<file path="config.mk">
export PLATFORM = sky130hd
export DESIGN_NAME = req_encoder
export DESIGN_NICKNAME = d
export VERILOG_FILES = /design/src/rtl/enc_pkg.sv /design/src/rtl/pri_pick.sv /design/src/rtl/req_encoder.sv
export SDC_FILE = /design/constraint.sdc
export NUM_CORES = 1
export LEC_CHECK = 0
export CORE_AREA = 3 3 40 42
export DETAILED_ROUTE_END_ITERATION = 10
export DIE_AREA = 0 0 43 45
export GPL_TIMING_DRIVEN = 0
export PLACE_DENSITY = 0.6
export REMOVE_ABC_BUFFERS = 1
export SKIP_CTS_REPAIR_TIMING = 1
export SLEW_MARGIN = 0
export SYNTH_ARGS = -nofsm -noshare
export SYNTH_HDL_FRONTEND = slang
export SYNTH_HIERARCHICAL = 1
export SYNTH_SLANG_ARGS = --single-unit
</file>
<file path="constraint.sdc">
create_clock -name clk -period 1.75 [get_ports clk]
set_clock_uncertainty 0.05 [all_clocks]
set_input_delay 0.35 -clock clk [delete_from_list [all_inputs] [get_ports clk]]
set_output_delay 0.35 -clock clk [all_outputs]
set_load 0.01 [all_outputs]
</file>
<file path="src/rtl/enc_pkg.sv">
// Shared types and code constants for the request encoder.
// Optional build macro: REQ_ENCODER_ROUND_ROBIN_EN (selects round-robin search in req_encoder).
package enc_pkg;

    typedef enum logic {
        IDLE    = 1'b0,
        PRESENT = 1'b1
    } state_e;

    // Inverse of the 2-to-4 decoder mapping, carried as {a,b}.
    localparam logic [1:0] CODE_Q1 = 2'b00;
    localparam logic [1:0] CODE_Q2 = 2'b01;
    localparam logic [1:0] CODE_Q3 = 2'b10;
    localparam logic [1:0] CODE_Q4 = 2'b11;

endpackage

</file>
<file path="src/rtl/pri_pick.sv">
// Combinational circular priority picker: first set bit of pend_i searching
// upward (mod 4) from start_i.
module pri_pick (
    input  logic [3:0] pend_i,
    input  logic [1:0] start_i,
    output logic [1:0] idx_o,
    output logic       found_o
);

    logic [1:0] k;

    // Walk offsets from farthest to nearest so the nearest hit is the last write.
    always_comb begin
        idx_o   = 2'b00;
        found_o = 1'b0;
        k       = 2'b00;
        for (int i = 3; i >= 0; i--) begin
            k = start_i + 2'(i);
            if (pend_i[k]) begin
                idx_o   = k;
                found_o = 1'b1;
            end
        end
    end

endmodule

</file>
<file path="src/rtl/req_encoder.sv">
// Four-line request encoder with pending latches and a valid/ready handshake.
// Optional build macro: REQ_ENCODER_ROUND_ROBIN_EN (search starts after last served index).
//
//   state   | meaning
//   IDLE    | no code presented; picks a pending index when any pend bit is set
//   PRESENT | {a,b} holds a code, valid=1, waiting for ready
module req_encoder
    import enc_pkg::*;
#(
    parameter int unsigned STICKY = 1
) (
    input  logic       clk,
    input  logic       rst,
    input  logic       q1,
    input  logic       q2,
    input  logic       q3,
    input  logic       q4,
    input  logic       ready,
    output logic       a,
    output logic       b,
    output logic       valid,
    output logic [3:0] pend,
    output logic       ovf
);

    state_e     state_q, state_d;
    logic [3:0] pend_q, pend_d;
    logic [1:0] code_q, code_d;
    logic       valid_q, valid_d;
    logic       ovf_q, ovf_d;
    logic [3:0] req, clr;
    logic [1:0] start_idx, pick_idx;
    logic       pick_found, hs;

`ifdef REQ_ENCODER_ROUND_ROBIN_EN
    logic [1:0] ptr_q, ptr_d;
    assign start_idx = ptr_q + 2'd1;
`else
    assign start_idx = CODE_Q1;
`endif

    assign req = {q4, q3, q2, q1};
    assign hs  = (state_q == PRESENT) && valid_q && ready;

    pri_pick u_pick (
        .pend_i  (pend_q),
        .start_i (start_idx),
        .idx_o   (pick_idx),
        .found_o (pick_found)
    );

    // A new request on the bit being cleared wins, so OR after masking.
    always_comb begin
        clr = 4'b0000;
        if (hs) begin
            clr[code_q] = 1'b1;
        end
        if (STICKY != 0) begin
            pend_d = (pend_q & ~clr) | req;
            ovf_d  = ovf_q | (|(req & pend_q & ~clr));
        end else begin
            pend_d = req;
            ovf_d  = ovf_q;
        end
    end

    always_comb begin
        state_d = state_q;
        code_d  = code_q;
        valid_d = valid_q;
`ifdef REQ_ENCODER_ROUND_ROBIN_EN
        ptr_d   = ptr_q;
`endif
        case (state_q)
            IDLE: begin
                valid_d = 1'b0;
                if (pick_found) begin
                    code_d  = pick_idx;
                    valid_d = 1'b1;
                    state_d = PRESENT;
                end
            end
            PRESENT: begin
                if (hs) begin
                    valid_d = 1'b0;
                    state_d = IDLE;
`ifdef REQ_ENCODER_ROUND_ROBIN_EN
                    ptr_d   = code_q;
`endif
                end
            end
            default: begin
                state_d = IDLE;
                valid_d = 1'b0;
            end
        endcase
    end

    always_ff @(posedge clk) begin
        if (rst) begin
            state_q <= IDLE;
            pend_q  <= 4'b0000;
            code_q  <= CODE_Q1;
            valid_q <= 1'b0;
            ovf_q   <= 1'b0;
`ifdef REQ_ENCODER_ROUND_ROBIN_EN
            ptr_q   <= CODE_Q4;
`endif
        end else begin
            state_q <= state_d;
            pend_q  <= pend_d;
            code_q  <= code_d;
            valid_q <= valid_d;
            ovf_q   <= ovf_d;
`ifdef REQ_ENCODER_ROUND_ROBIN_EN
            ptr_q   <= ptr_d;
`endif
        end
    end

    assign a     = code_q[1];
    assign b     = code_q[0];
    assign valid = valid_q;
    assign pend  = pend_q;
    assign ovf   = ovf_q;

endmodule
</file>
==> results of run 1 <==
[report_power, final]
part,internal [W],total (W),switching [W]
clock network,0.0000879,0.000161,0.0000727
logic,0.0000658,0.000112,0.0000464
registers,0.000223,0.000246,0.0000227
[cell families (layout without fill, tap and decap cells)]
family / after synthesis / after routing
other cells: 1 / 9
compound gates: 13 / 13
mux: 3 / 3
simple gates: 26 / 26
flops: 9 / 9
buf+inv: 3 / 20
[synth_stat cells (all sizes together)]
cell and number:
a21oi 5, a32oi 1, inv 2, a211oi 2, a311oi 1, or2 2, dfxtp 9, and2b 1
nor2 11, nand3b 1, o21ai 1, nand2b 3, clkbuf 1, nor3b 1, mux2i 3, a31oi 3
and3b 1, nand2 3, nand3 2, conb 1, and2 1
[per-layer routing]
metal	part of all wire (%)	global-route usage [%]
met5	0	0
met4	2.2	9.04
met3	5.1	3.59
met2	42	15.6
met1	51	16.1
[final timing paths]
path	to	slack (ns)	cells after the start
setup / recovery	valid	0.07	1
hold / removal	pend[3]$_SDFF_PP0_	0.50	2
setup reg to reg	valid$_SDFFE_PP0P_	0.54	5
hold reg to reg	pend[3]$_SDFF_PP0_	0.50	2
[layout make-up]
type / count / area [sq um] / share of cell area [%]
clock buffer: 4 / 26.3 / 4.00
inverter: 2 / 7.51 / 1.14
multi-input combinational: 51 / 283 / 43.0
sequential: 9 / 181 / 27.6
tap: 15 / 18.8 / 2.86
timing repair buffer: 14 / 140 / 21.3
[flip-flops by register name, indices dropped and copies added, names as in the netlist]
name	cells
pend	4
code_q	2
ovf	1
state_q	1
valid	1
[stage by stage]
step                cell area [sq um]  hold WS, ns  worst slack (ns)  util, %  cells
global placement                  629        0.486            0.0890     49.0     91
detailed placement                629        0.497            0.0880     49.0     91
CTS                               656        0.506            0.0590     51.0     95
finish                            657        0.501            0.0723     51.1     95
global route                      657        0.542           0.00640     51.1     95
floorplan                         470        0.369             0.611        -     62
==> metrics.md, run 1 <==
| Metric | Value |
|---|---|
| Die ar. | 1940 sq um |
| Crit-path max FO | 7 |
| DR DRC count | 0 |
| Largest family of logic cells by synthesized area | simple AND/OR/NAND/NOR gates |
| Num ports | 15 |
| DP Wirelength | 732 um |
| Layout cells sized above 1 | 7.50% |
| First drt pass iteration count | 3 |
| Area Overhead vs Synth | 47.9% |
| First-pass GRT wire length | 1650 um |
| Hold Startpoint | pend[3]$_SDFF_PP0_ |
| Post-Syn Instances | 55 |
| Num CTS Buffers | 3 |
| Hold WC Path Type | flip-flop to flip-flop |
| Crit Path Category | flip-flop to primary output |
| XOR/XNOR share of the synthesized area | 0% |
| Tot Pwr | 0.000519 W |
| CP arrival | 1.28 ns |
| H-tree level count | 1 |
| Max-Cap Viols | 0 |
| Most frequent cells in the layout | 14 x clkdlybuf4s50_1, 11 x nor2_1, 9 x conb_1, 8 x dfxtp_1, 5 x a21oi_1 |
| Routability congestion estimate | 0.777 |
| Die width | 43 um |
| Cell area after synthesis | 444 sq um |
| Core area | 1280 sq um |
| Clock transition at the registers of the reported paths | 0.06 ns |
| Startpoint Class | flip-flop |
| CP cell instances | clkdlybuf4s50_1 |
| Die Ht | 45 um |
| Simple-gate share of the synthesized area | 29.9% |
| Crit-path slowest cell | clkdlybuf4s50_1 |
| PwrDens | 790 nW/um^2 |
| Area contributors post-synth | dfxtp_1 41%, nor2_1 9.3%, mux2i_1 6.8% |
| Fin. max-slew vios | 0 |
| Initial drt markers | 5 |
| Most common cell after layout, fill and taps aside | clkdlybuf4s50_1 |
| Avg WL per Cell | 10.2 um |
| Synth top area share | 40.6% |
| Final wirelength | 971 um |
| Num rows | 13 |
| Total gr overflow | 0 |
| Final setup vio count | 0 |
| Final hold violation count | 0 |
| CP top delay family | buffers and inverters |
| Fmax | 596 MHz |
| CP Capture Type | primary output |
| Reg2reg start | pend[1]$_SDFF_PP0_ |
| Post-Synth Adder-Cell Area | 0% |
| RSZ-0062 raised after global routing | false |
| CTS Root Buffer Type | clkbuf_4 |
| Worst stage delay on the critical path | 0.58 ns |
| Via count | 424 |
| CTS sink cnt | 9 |
| Total track usage | 11.9% |
| Compound-gate portion of the synthesized area | 19.4% |
| Final min period | 1.68 ns |
| DR vias/cell | 4.46 |
| Share of the cycle needed by the critical path after routing | 95.9% |
| Initial antenna violation count | 0 |
| Sequential area share after synthesis | 40.6% |
| CP required | 1.35 ns |
| Initial core utilization | 34.6% |
| Fillers | 131 |
| Fin Setup TNS | 0 ns |
| CP Launch Point | valid$_SDFFE_PP0P_ |
| Buf+Inv Stages, Crit Path | 1 |
| CTS max path bufs | 2 |
| Yosys cell types | 23 |
| Yosys warnings | 6 |
| Worst skew pair latency | 0.26 ns |
| Number of buffers added on ports | 14 |
| Vias in the first global route | 362 |
| Mux share of post-synthesis cell area | 6.76% |
| Largest net degree at the start of global routing | 10 |
| Leak | 0.270 nW |
| DRT antenna net count | 0 |
| Fin nets | 88 |
| Synth Register Bits | 9 |
| Peak supply drop | 0.000338 V |
| Avg Inst Size Synth | 8.08 sq um |
| Inserted Diodes | 0 |
| Status | finished clean |
| Synth area leader | dfxtp_1 |
| CTS tree | built |
Note: power is estimated with default switching activity, not from simulation.
==> inputs of run 2 (changes only) <==
--- a/config.mk
+++ b/config.mk
@@ -8,7 +8,6 @@
 export CORE_AREA = 3 3 40 42
 export DETAILED_ROUTE_END_ITERATION = 10
 export DIE_AREA = 0 0 43 45
-export GPL_TIMING_DRIVEN = 0
 export PLACE_DENSITY = 0.6
 export REMOVE_ABC_BUFFERS = 1
 export SKIP_CTS_REPAIR_TIMING = 1
==> metrics.md, run 2 (synthesized netlist as in run 1, its figures left out) <==
| Metric | Value |
|---|---|
| Status | finished clean |
| Max FFs per register | 4 (unchanged) |
| Total gr overflow | 0 (unchanged) |
| Inserted Diodes | 0 (unchanged) |
| Most common cell after layout, fill and taps aside | clkdlybuf4s50_1 |
| Die width | 43 um (unchanged) |
| Number of buffers added on ports | 14 (unchanged) |
| Num rows | 13 (unchanged) |
| Fin Setup TNS | 0 ns (unchanged) |
| CTS Root Buffer Type | clkbuf_4 |
| Avg WL per Cell | 9.94 um (-2.8%) |
| Final setup vio count | 0 (unchanged) |
| FF/Latch Area | 181 sq um (unchanged) |
| Clock transition at the registers of the reported paths | 0.06 ns (about the same) |
| Final min period | 1.68 ns (+0.00119 ns) |
| Final hold violation count | 0 (unchanged) |
| Worst slack, placed | 0.0912 ns (+0.00320 ns) |
| DR vias/cell | 4.62 (+3.5%) |
| Share of the cycle needed by the critical path after routing | 95.9% (about the same) |
| CP Capture Type | primary output |
| CP top delay family | buffers and inverters |
| Fin nets | 88 (unchanged) |
| Hold_ws | 0.495 ns (-0.00670 ns) |
| First drt pass iteration count | 4 (+1) |
| Initial drt markers | 4 (-1) |
| Worst skew pair latency | 0.26 ns (about the same) |
| Num CTS Buffers | 3 (unchanged) |
| DR DRC count | 0 (unchanged) |
| CTS tree | built |
| Buf+Inv Stages, Crit Path | 1 (unchanged) |
| Die ar. | 1940 sq um (unchanged) |
| CP arrival | 1.28 ns (about the same) |
| Startpoint Class | flip-flop |
| Die Ht | 45 um (unchanged) |
| Routability congestion estimate | 0.801 (+3.1%) |
| Worst stage delay on the critical path | 0.58 ns (about the same) |
| DP Wirelength | 757 um (+3.4%) |
| Fmax | 596 MHz (about the same) |
| Largest net degree at the start of global routing | 10 (unchanged) |
| Final WS setup | 0.0711 ns (-0.00119 ns) |
| Fin. max-slew vios | 0 (unchanged) |
| First-pass GRT wire length | 1640 um (-0.42%) |
| RSZ-0062 raised after global routing | false |
| Final wirelength | 944 um (-2.8%) |
| Crit Path Category | flip-flop to primary output |
| Max-Cap Viols | 0 (unchanged) |
| Initial antenna violation count | 0 (unchanged) |
| CP cell instances | clkdlybuf4s50_1 |
| Most frequent cells in the layout | 14 x clkdlybuf4s50_1, 11 x nor2_1, 9 x conb_1, 8 x dfxtp_1, 5 x a21oi_1 |
| PwrDens | 787 nW/um^2 (-0.33%) |
| Num ports | 15 (unchanged) |
| Via count | 439 (+3.5%) |
| Total track usage | 12.0% (+0.15 points) |
| DRT antenna net count | 0 (unchanged) |
| CP required | 1.35 ns (about the same) |
| Multi-input gate area in the final layout | 283 sq um (unchanged) |
| Core area | 1280 sq um (unchanged) |
| Leak | 0.270 nW (unchanged) |
| Vias in the first global route | 378 (+4.4%) |
| Fillers | 145 (+11%) |
| Area Overhead vs Synth | 47.9% (unchanged) |
| Crit-path slowest cell | clkdlybuf4s50_1 |
| Crit-path max FO | 7 (unchanged) |
| CTS max path bufs | 2 (unchanged) |
| Layout cells sized above 1 | 7.50% (unchanged) |
| H-tree level count | 1 (unchanged) |
| CTS sink cnt | 9 (unchanged) |
| Initial core utilization | 34.6% (unchanged) |
| Tot Pwr | 0.000517 W (-0.33%) |
| Worst reg2reg setup slack | 0.54 ns (about the same) |
| Hold WC Path Type | flip-flop to flip-flop |
| Peak supply drop | 0.000473 V (+40%) |
==> run 2: cell counts in the layout (fill, tap and decap cells not counted) <==
Identical to the previous run, type by type.
==> run 2: layout make-up <==
cell class | instances | share of cell area [%]
Timing Repair Buffer | 14 | 21.3
Inverter | 2 | 1.14
Clock buffer | 4 | 4.00
Sequential cell | 9 | 27.6
Tap cell | 15 | 2.86
Multi-Input combinational cell | 51 | 43.0
==> run 2: path summary, 6_finish.rpt <==
kind                                        startpoint                      to  cells after the start
worst max register to register      pend[1]$_SDFF_PP0_  code_q[1]$_SDFFE_PP0P_                      5
worst min-delay path            code_q[0]$_SDFFE_PP0P_  code_q[0]$_SDFFE_PP0P_                      2
worst max-delay path                valid$_SDFFE_PP0P_                   valid                      1
worst min register to register  code_q[0]$_SDFFE_PP0P_  code_q[0]$_SDFFE_PP0P_                      2
==> run 2: stage by stage <==
| step | cell area, sq um | cells | util [%] |
|---|---|---|---|
| after CTS | 656 | 95 | 51.0 |
| after global placement | 629 | 91 | 49.0 |
| after detailed placement | 629 | 91 | 49.0 |
| after floorplan | 470 | 62 | - |
| final | 657 | 95 | 51.1 |
| after global routing | 657 | 95 | 51.1 |
==> run 2: metal layers <==
layer,global-route usage [%],vias to the layer above,part of all wire (%)
li1,-,233,-
met1,14.5,188,47
met2,17.1,14,43
met3,3.59,4,6.3
met4,10.8,0,3.2
met5,0,-,0
==> run 2: report_power, final <==
part           leakage [nW]  switching (W)  internal (W)
Clock                0.0150      0.0000715     0.0000878
Sequential           0.0753      0.0000223      0.000223
Combinational         0.179      0.0000463     0.0000659
Total                 0.270       0.000140      0.000377
